--- src/rtl/stream_mux_pkg.sv ---
// ============================================================================
// Module      : stream_mux_pkg
// Description : Shared constants for the N-channel stream multiplexer.
// Revision    : 1.0 - initial release
// ============================================================================
`default_nettype none

package stream_mux_pkg;

  localparam logic MODE_FIXED = 1'b0;
  localparam logic MODE_RR    = 1'b1;

  localparam int N_MIN = 2;
  localparam int N_MAX = 32;
  localparam int W_MIN = 1;
  localparam int W_MAX = 64;

endpackage

`default_nettype wire

--- src/rtl/stream_mux_rr_arbiter.sv ---
// ============================================================================
// Module      : rr_arbiter
// Description : Combinational round-robin picker: first request at or above
//               ptr, wrapping N-1 -> 0.
// Revision    : 1.0 - initial release
// ============================================================================
`default_nettype none

module rr_arbiter #(
  parameter  int N  = 8,
  localparam int SW = $clog2(N)
) (
  input  logic [N-1:0]  req,
  input  logic [SW-1:0] ptr,
  output logic [SW-1:0] grant,
  output logic          grant_valid
);

  // One spare bit keeps ptr+k from overflowing before the wrap subtraction.
  always_comb begin : p_scan
    logic [SW:0] w_idx;
    grant       = '0;
    grant_valid = 1'b0;
    w_idx       = '0;
    for (int k = 0; k < N; k++) begin
      w_idx = {1'b0, ptr} + (SW+1)'(k);
      if (w_idx >= (SW+1)'(N))
        w_idx = w_idx - (SW+1)'(N);
      if (!grant_valid && req[w_idx[SW-1:0]]) begin
        grant       = w_idx[SW-1:0];
        grant_valid = 1'b1;
      end
    end
  end

endmodule

`default_nettype wire

--- src/rtl/stream_mux_n.sv ---
// ============================================================================
// Module      : stream_mux_n
// Description : N-channel W-bit valid/ready stream mux with fixed or
//               round-robin selection and a registered output stage.
//               Define STREAM_MUX_SKID_EN to add a one-entry skid register.
// Revision    : 1.0 - initial release
// ============================================================================
`default_nettype none

module stream_mux_n
  import stream_mux_pkg::*;
#(
  parameter  int N  = 8,
  parameter  int W  = 8,
  localparam int SW = $clog2(N)
) (
  input  logic           clk,
  input  logic           rst,
  input  logic [N*W-1:0] in_data,
  input  logic [N-1:0]   in_valid,
  output logic [N-1:0]   in_ready,
  input  logic           mode,
  input  logic [SW-1:0]  sel,
  output logic [W-1:0]   out_data,
  output logic [SW-1:0]  out_chan,
  output logic           out_valid,
  input  logic           out_ready
);

  generate
    if (N < N_MIN || N > N_MAX) begin : g_bad_n
      $error("stream_mux_n: N must be within 2..32");
    end
    if (W < W_MIN || W > W_MAX) begin : g_bad_w
      $error("stream_mux_n: W must be within 1..64");
    end
  endgenerate

  logic [SW-1:0] r_ptr;
  logic          r_out_valid;
  logic [W-1:0]  r_out_data;
  logic [SW-1:0] r_out_chan;

  logic [SW-1:0] w_rr_grant;
  logic          w_rr_valid;
  logic          w_fixed_valid;
  logic [SW-1:0] w_grant;
  logic          w_grant_valid;
  logic          w_acc;
  logic          w_xfer;
  logic [W-1:0]  w_in_beat;
  logic [SW-1:0] w_ptr_next;

  rr_arbiter #(.N(N)) u_arb (
    .req         (in_valid),
    .ptr         (r_ptr),
    .grant       (w_rr_grant),
    .grant_valid (w_rr_valid)
  );

  // Out-of-range sel never matches a channel, so it yields no grant.
  always_comb begin
    w_fixed_valid = 1'b0;
    for (int i = 0; i < N; i++)
      if (sel == SW'(i))
        w_fixed_valid = in_valid[i];
  end

  assign w_grant       = (mode == MODE_FIXED) ? sel           : w_rr_grant;
  assign w_grant_valid = (mode == MODE_FIXED) ? w_fixed_valid : w_rr_valid;
  assign w_xfer        = w_acc && w_grant_valid && !rst;
  assign w_ptr_next    = (w_grant == SW'(N-1)) ? '0 : w_grant + SW'(1);

  always_comb begin
    w_in_beat = '0;
    in_ready  = '0;
    for (int i = 0; i < N; i++) begin
      if (w_grant == SW'(i)) begin
        w_in_beat   = in_data[i*W +: W];
        in_ready[i] = w_xfer;
      end
    end
  end

  always_ff @(posedge clk) begin
    if (rst)
      r_ptr <= '0;
    else if (w_xfer && mode == MODE_RR)
      r_ptr <= w_ptr_next;
  end

`ifdef STREAM_MUX_SKID_EN
  logic          r_skid_full;
  logic [W-1:0]  r_skid_data;
  logic [SW-1:0] r_skid_chan;

  // Acceptance depends only on skid occupancy, cutting the out_ready path.
  assign w_acc = !r_skid_full;

  always_ff @(posedge clk) begin
    if (rst) begin
      r_out_valid <= 1'b0;
      r_out_data  <= '0;
      r_out_chan  <= '0;
      r_skid_full <= 1'b0;
      r_skid_data <= '0;
      r_skid_chan <= '0;
    end else if (!r_out_valid || out_ready) begin
      if (r_skid_full) begin
        r_out_valid <= 1'b1;
        r_out_data  <= r_skid_data;
        r_out_chan  <= r_skid_chan;
        r_skid_full <= 1'b0;
      end else if (w_xfer) begin
        r_out_valid <= 1'b1;
        r_out_data  <= w_in_beat;
        r_out_chan  <= w_grant;
      end else begin
        r_out_valid <= 1'b0;
      end
    end else if (w_xfer) begin
      r_skid_full <= 1'b1;
      r_skid_data <= w_in_beat;
      r_skid_chan <= w_grant;
    end
  end
`else
  assign w_acc = !r_out_valid || out_ready;

  always_ff @(posedge clk) begin
    if (rst) begin
      r_out_valid <= 1'b0;
      r_out_data  <= '0;
      r_out_chan  <= '0;
    end else if (w_xfer) begin
      r_out_valid <= 1'b1;
      r_out_data  <= w_in_beat;
      r_out_chan  <= w_grant;
    end else if (out_ready) begin
      r_out_valid <= 1'b0;
    end
  end
`endif

  assign out_valid = r_out_valid;
  assign out_data  = r_out_data;
  assign out_chan  = r_out_chan;

endmodule

`default_nettype wire

--- config.mk ---
export PLATFORM = sky130hd
export DESIGN_NAME = stream_mux_n
export DESIGN_NICKNAME = d
export VERILOG_FILES = /design/src/rtl/stream_mux_pkg.sv /design/src/rtl/stream_mux_rr_arbiter.sv /design/src/rtl/stream_mux_n.sv
export SDC_FILE = /design/constraint.sdc
export NUM_CORES = 1
export LEC_CHECK = 0
export BUFFER_PORTS_ARGS = -buffer_cell sky130_fd_sc_hd__buf_2
export CAP_MARGIN = 25
export CORE_ASPECT_RATIO = 1.2
export CORE_UTILIZATION = 52
export CTS_CLUSTER_SIZE = 10
export DETAILED_ROUTE_END_ITERATION = 6
export PLACE_DENSITY = 0.9
export SYNTH_ARGS = -nofsm -noshare
export SYNTH_HDL_FRONTEND = slang
export SYNTH_SLANG_ARGS = --single-unit
--- constraint.sdc ---
create_clock -name clk -period 8.1 [get_ports clk]
set_input_delay 0.81 -clock clk [delete_from_list [all_inputs] [get_ports clk]]
set_output_delay 0.81 -clock clk [all_outputs]
set_load 0.01 [all_outputs]
==> impl_metrics.json <==
{
  "grtUsageTotal": 0.3412,
  "post-synth-top-area-cell": "dfxtp_1",
  "ant_nets": 0,
  "clkTransAtPathRegs_ns": 0.06,
  "reg2reg_depth": 19,
  "placementRows": 25,
  "diodes": 0,
  "start_util": 0.5578,
  "grt.overflow.total": 0,
  "synth_warnings": 0,
  "crit_start": "r_ptr[0]$_SDFFE_PP0P_",
  "skew_ns": 0.002625,
  "dr_total_vias": 2821,
  "final_nets": 464,
  "clk_latency_ns": 0.25,
  "worst-path-stages": 15,
  "worstPathCellList": "inv_1, ha_1, mux2_2, a221oi_2, a22oi_1, nor3_1, a21oi_1, a31o_2, o21a_1, inv_1, ha_1, ha_1, inv_1, nor2_1, buf_2",
  "setup-violations-final": 0,
  "synthDistinctLibCells": 48,
  "dpl.hpwl_um": 5704,
  "maxCapViolCount": 0,
  "cellPowerDensity_nw_per_um2": 158.6,
  "synth-edff-count": 0,
  "finalPower_uw": 435.4,
  "synth_area_leaders": "dfxtp_1 13%, mux4_2 11%, a21oi_1 6.9%",
  "tightest_slew_ns": 0.8304,
  "yosys.cell_count.top_type": "a21oi_1",
  "r2r_start": "r_ptr[0]$_SDFFE_PP0P_",
  "grt_pass1_vias": 2496,
  "drtIter0Drc": 354,
  "cts_hold_buf": 0,
  "worst_setup_path_start_kind": "flop",
  "syn_avg_cell_area_um2": 7.553,
  "seq_area_um2": 300.3,
  "worst_slack_ns": 1.854,
  "synth_seq_area_share": 0.1334,
  "syn_area_um2": 2251,
  "synth_top_cell_area_share": 0.1334,
  "synth_cells": 298,
  "crit_arrival_ns": 5.44,
  "ff2ff_setup_slack_ns": 2.42,
  "cp_max_fo": 20,
  "crit_buf_inv": 4,
  "cp_slowest_cell": "dfxtp_1",
  "fillers": 356,
  "avgViaCountPerCell": 6.545,
  "hold_class": "flop to flop",
  "ys_seq_elements": 15,
  "grt_max_degree": 24,
  "cp_data_required_time_ns": 7.29,
  "tns_ns": 0,
  "cts_buffers": 3,
  "leakagePower_uw": 0.001184,
  "hold_slack_ns": 0.4587,
  "drt_wl_total_um": 7474,
  "status": "finished clean",
  "ir_drop_v": 0.00007648,
  "hold_violations": 0,
  "maxSlewViolCount": 0,
  "end_kind": "output port",
  "rr_endpoint": "out_data[3]$_SDFFE_PP0P_",
  "crit_path_max_incr_delay_ns": 0.86,
  "synthFlopType": "dfxtp_1",
  "slew_headroom": 0.4456,
  "drcViolationCount": 0,
  "finalCritPeriodShare": 0.7711,
  "io_pins": 99,
  "ys_async_sr_fraction": 0,
  "die_h_um": 74.07,
  "max_freq_mhz": 160.1,
  "areaGrowthSynthToFinish_pct": 21.96,
  "cts_setup_buffers": 0,
  "numClockSinks": 15,
  "ctsRootBufferMaster": "clkbuf_8",
  "synth_commonest_cells": "31 x a21oi_1, 26 x nor2_1, 26 x o21ai_0, 22 x nand2_1, 17 x clkbuf_1",
  "place.gp.congestion": 0.9702,
  "grt_pass1_wl_um": 11850,
  "die_area_um2": 4597,
  "die_x_um": 62.06,
  "cts_tree": "built",
  "period_minus_slack_ns": 6.246,
  "core_area_um2": 4035,
  "rsz0062_at_grt": "false",
  "crit_family": "adder cells",
  "htreeDepth": 1,
  "first_pass_iters": 5,
  "wl_per_cell_um": 17.34,
  "multiInputGateArea_um2": 1793,
  "drive_gt1_frac": 0.3607,
  "endpoint": "in_ready[3]",
  "pre_cts_ws_ns": 2.181,
  "cts_buffer_depth": 2,
  "path_class": "flop to output port",
  "postCtsResizedCells": 0,
  "syn_nets": 384,
  "port_buffers": 98,
  "antenna_found_initial": 0
}
[worst min-delay path by stage]
stage                              from                       end  slack [ns]  cells past startpoint
4_1_cts        out_data[1]$_SDFFE_PP0P_  out_data[1]$_SDFFE_PP0P_        0.46                      2
3_5_place_dp   out_data[1]$_SDFFE_PP0P_  out_data[1]$_SDFFE_PP0P_        0.46                      2
5_1_grt        out_data[1]$_SDFFE_PP0P_  out_data[1]$_SDFFE_PP0P_        0.48                      2
6_report       out_data[1]$_SDFFE_PP0P_  out_data[1]$_SDFFE_PP0P_        0.46                      2
2_1_floorplan  out_data[1]$_SDFFE_PP0P_  out_data[1]$_SDFFE_PP0P_        0.48                      2
3_3_place_gp   out_data[1]$_SDFFE_PP0P_  out_data[1]$_SDFFE_PP0P_        0.44                      2
[state kept, by name, summed over array words and instances, names as in the netlist]
register,count
out_valid,1
out_data,8
r_ptr,3
out_chan,3
[routing by layer]
| layer | vias up | GRT usage | share of wire |
|---|---|---|---|
| met1 | 1279 | 0.4306 | 0.38 |
| li1 | 1299 | - | - |
| met4 | 0 | 0.1753 | 0.039 |
| met3 | 34 | 0.04348 | 0.096 |
| met5 | - | 0 | 0 |
| met2 | 209 | 0.5579 | 0.49 |
[final cells by class]
class / count / share of cell area
Clock buffer: 4 / 0.01641
Inverter: 13 / 0.01778
Multi-Input combinational cell: 247 / 0.6531
Sequential cell: 15 / 0.1094
Tap cell: 54 / 0.02461
Timing Repair Buffer: 98 / 0.1787
[power breakdown]
| group | leakage [uW] | internal (uW) | switching [uW] |
|---|---|---|---|
| clock | 0.0000228 | 34.9 | 27.0 |
| sequential | 0.000124 | 83.7 | 10.8 |
| combinational | 0.00104 | 116 | 163 |
[cells in the final DEF, fill, tap and decap left out, types with 8 or more instances in the layout]
cell,instances
a21oi_1,31
a221o_1,8
and3_1,8
buf_2,98
dfxtp_1,15
inv_1,12
mux2_2,9
mux2i_1,11
mux4_2,11
nand2_1,22
nor2_1,26
nor3_1,13
o21ai_0,26
o22ai_1,14
[logic make-up after synthesis]
logic type / after synthesis / synth area share
compound gates: 112 / 0.3296
simple gates: 93 / 0.2062
buf+inv: 36 / 0.07003
mux: 32 / 0.2101
flops: 15 / 0.1334
fa+ha+maj: 7 / 0.03891
xor+xnor: 3 / 0.01168
[worst reg2reg max path, cell delays in order, from the launching register on]
cell and delay (ns):
dfxtp_1 0.86, inv_1 0.11, ha_1 0.64, mux2_2 0.41
a221oi_2 0.44, a22oi_1 0.21, nor3_1 0.27, o31ai_1 0.11
o2111ai_1 0.12, o21ai_0 0.21, inv_1 0.14, ha_1 0.58
inv_1 0.48, and3_1 0.33, a21oi_1 0.16, nor2_1 0.07
a21oi_1 0.14, o21ai_1 0.07, o21ai_0 0.13, a21oi_1 0.09
[per-stage QoR]
stage,cell area [um2],std cells,util
global placement,2700,427,0.6691
floorplan,2251,298,-
detailed placement,2700,427,0.6691
global route,2745,431,0.6803
finish,2745,431,0.6803
CTS,2745,431,0.6803
Note: power is estimated with default switching activity, not from simulation.
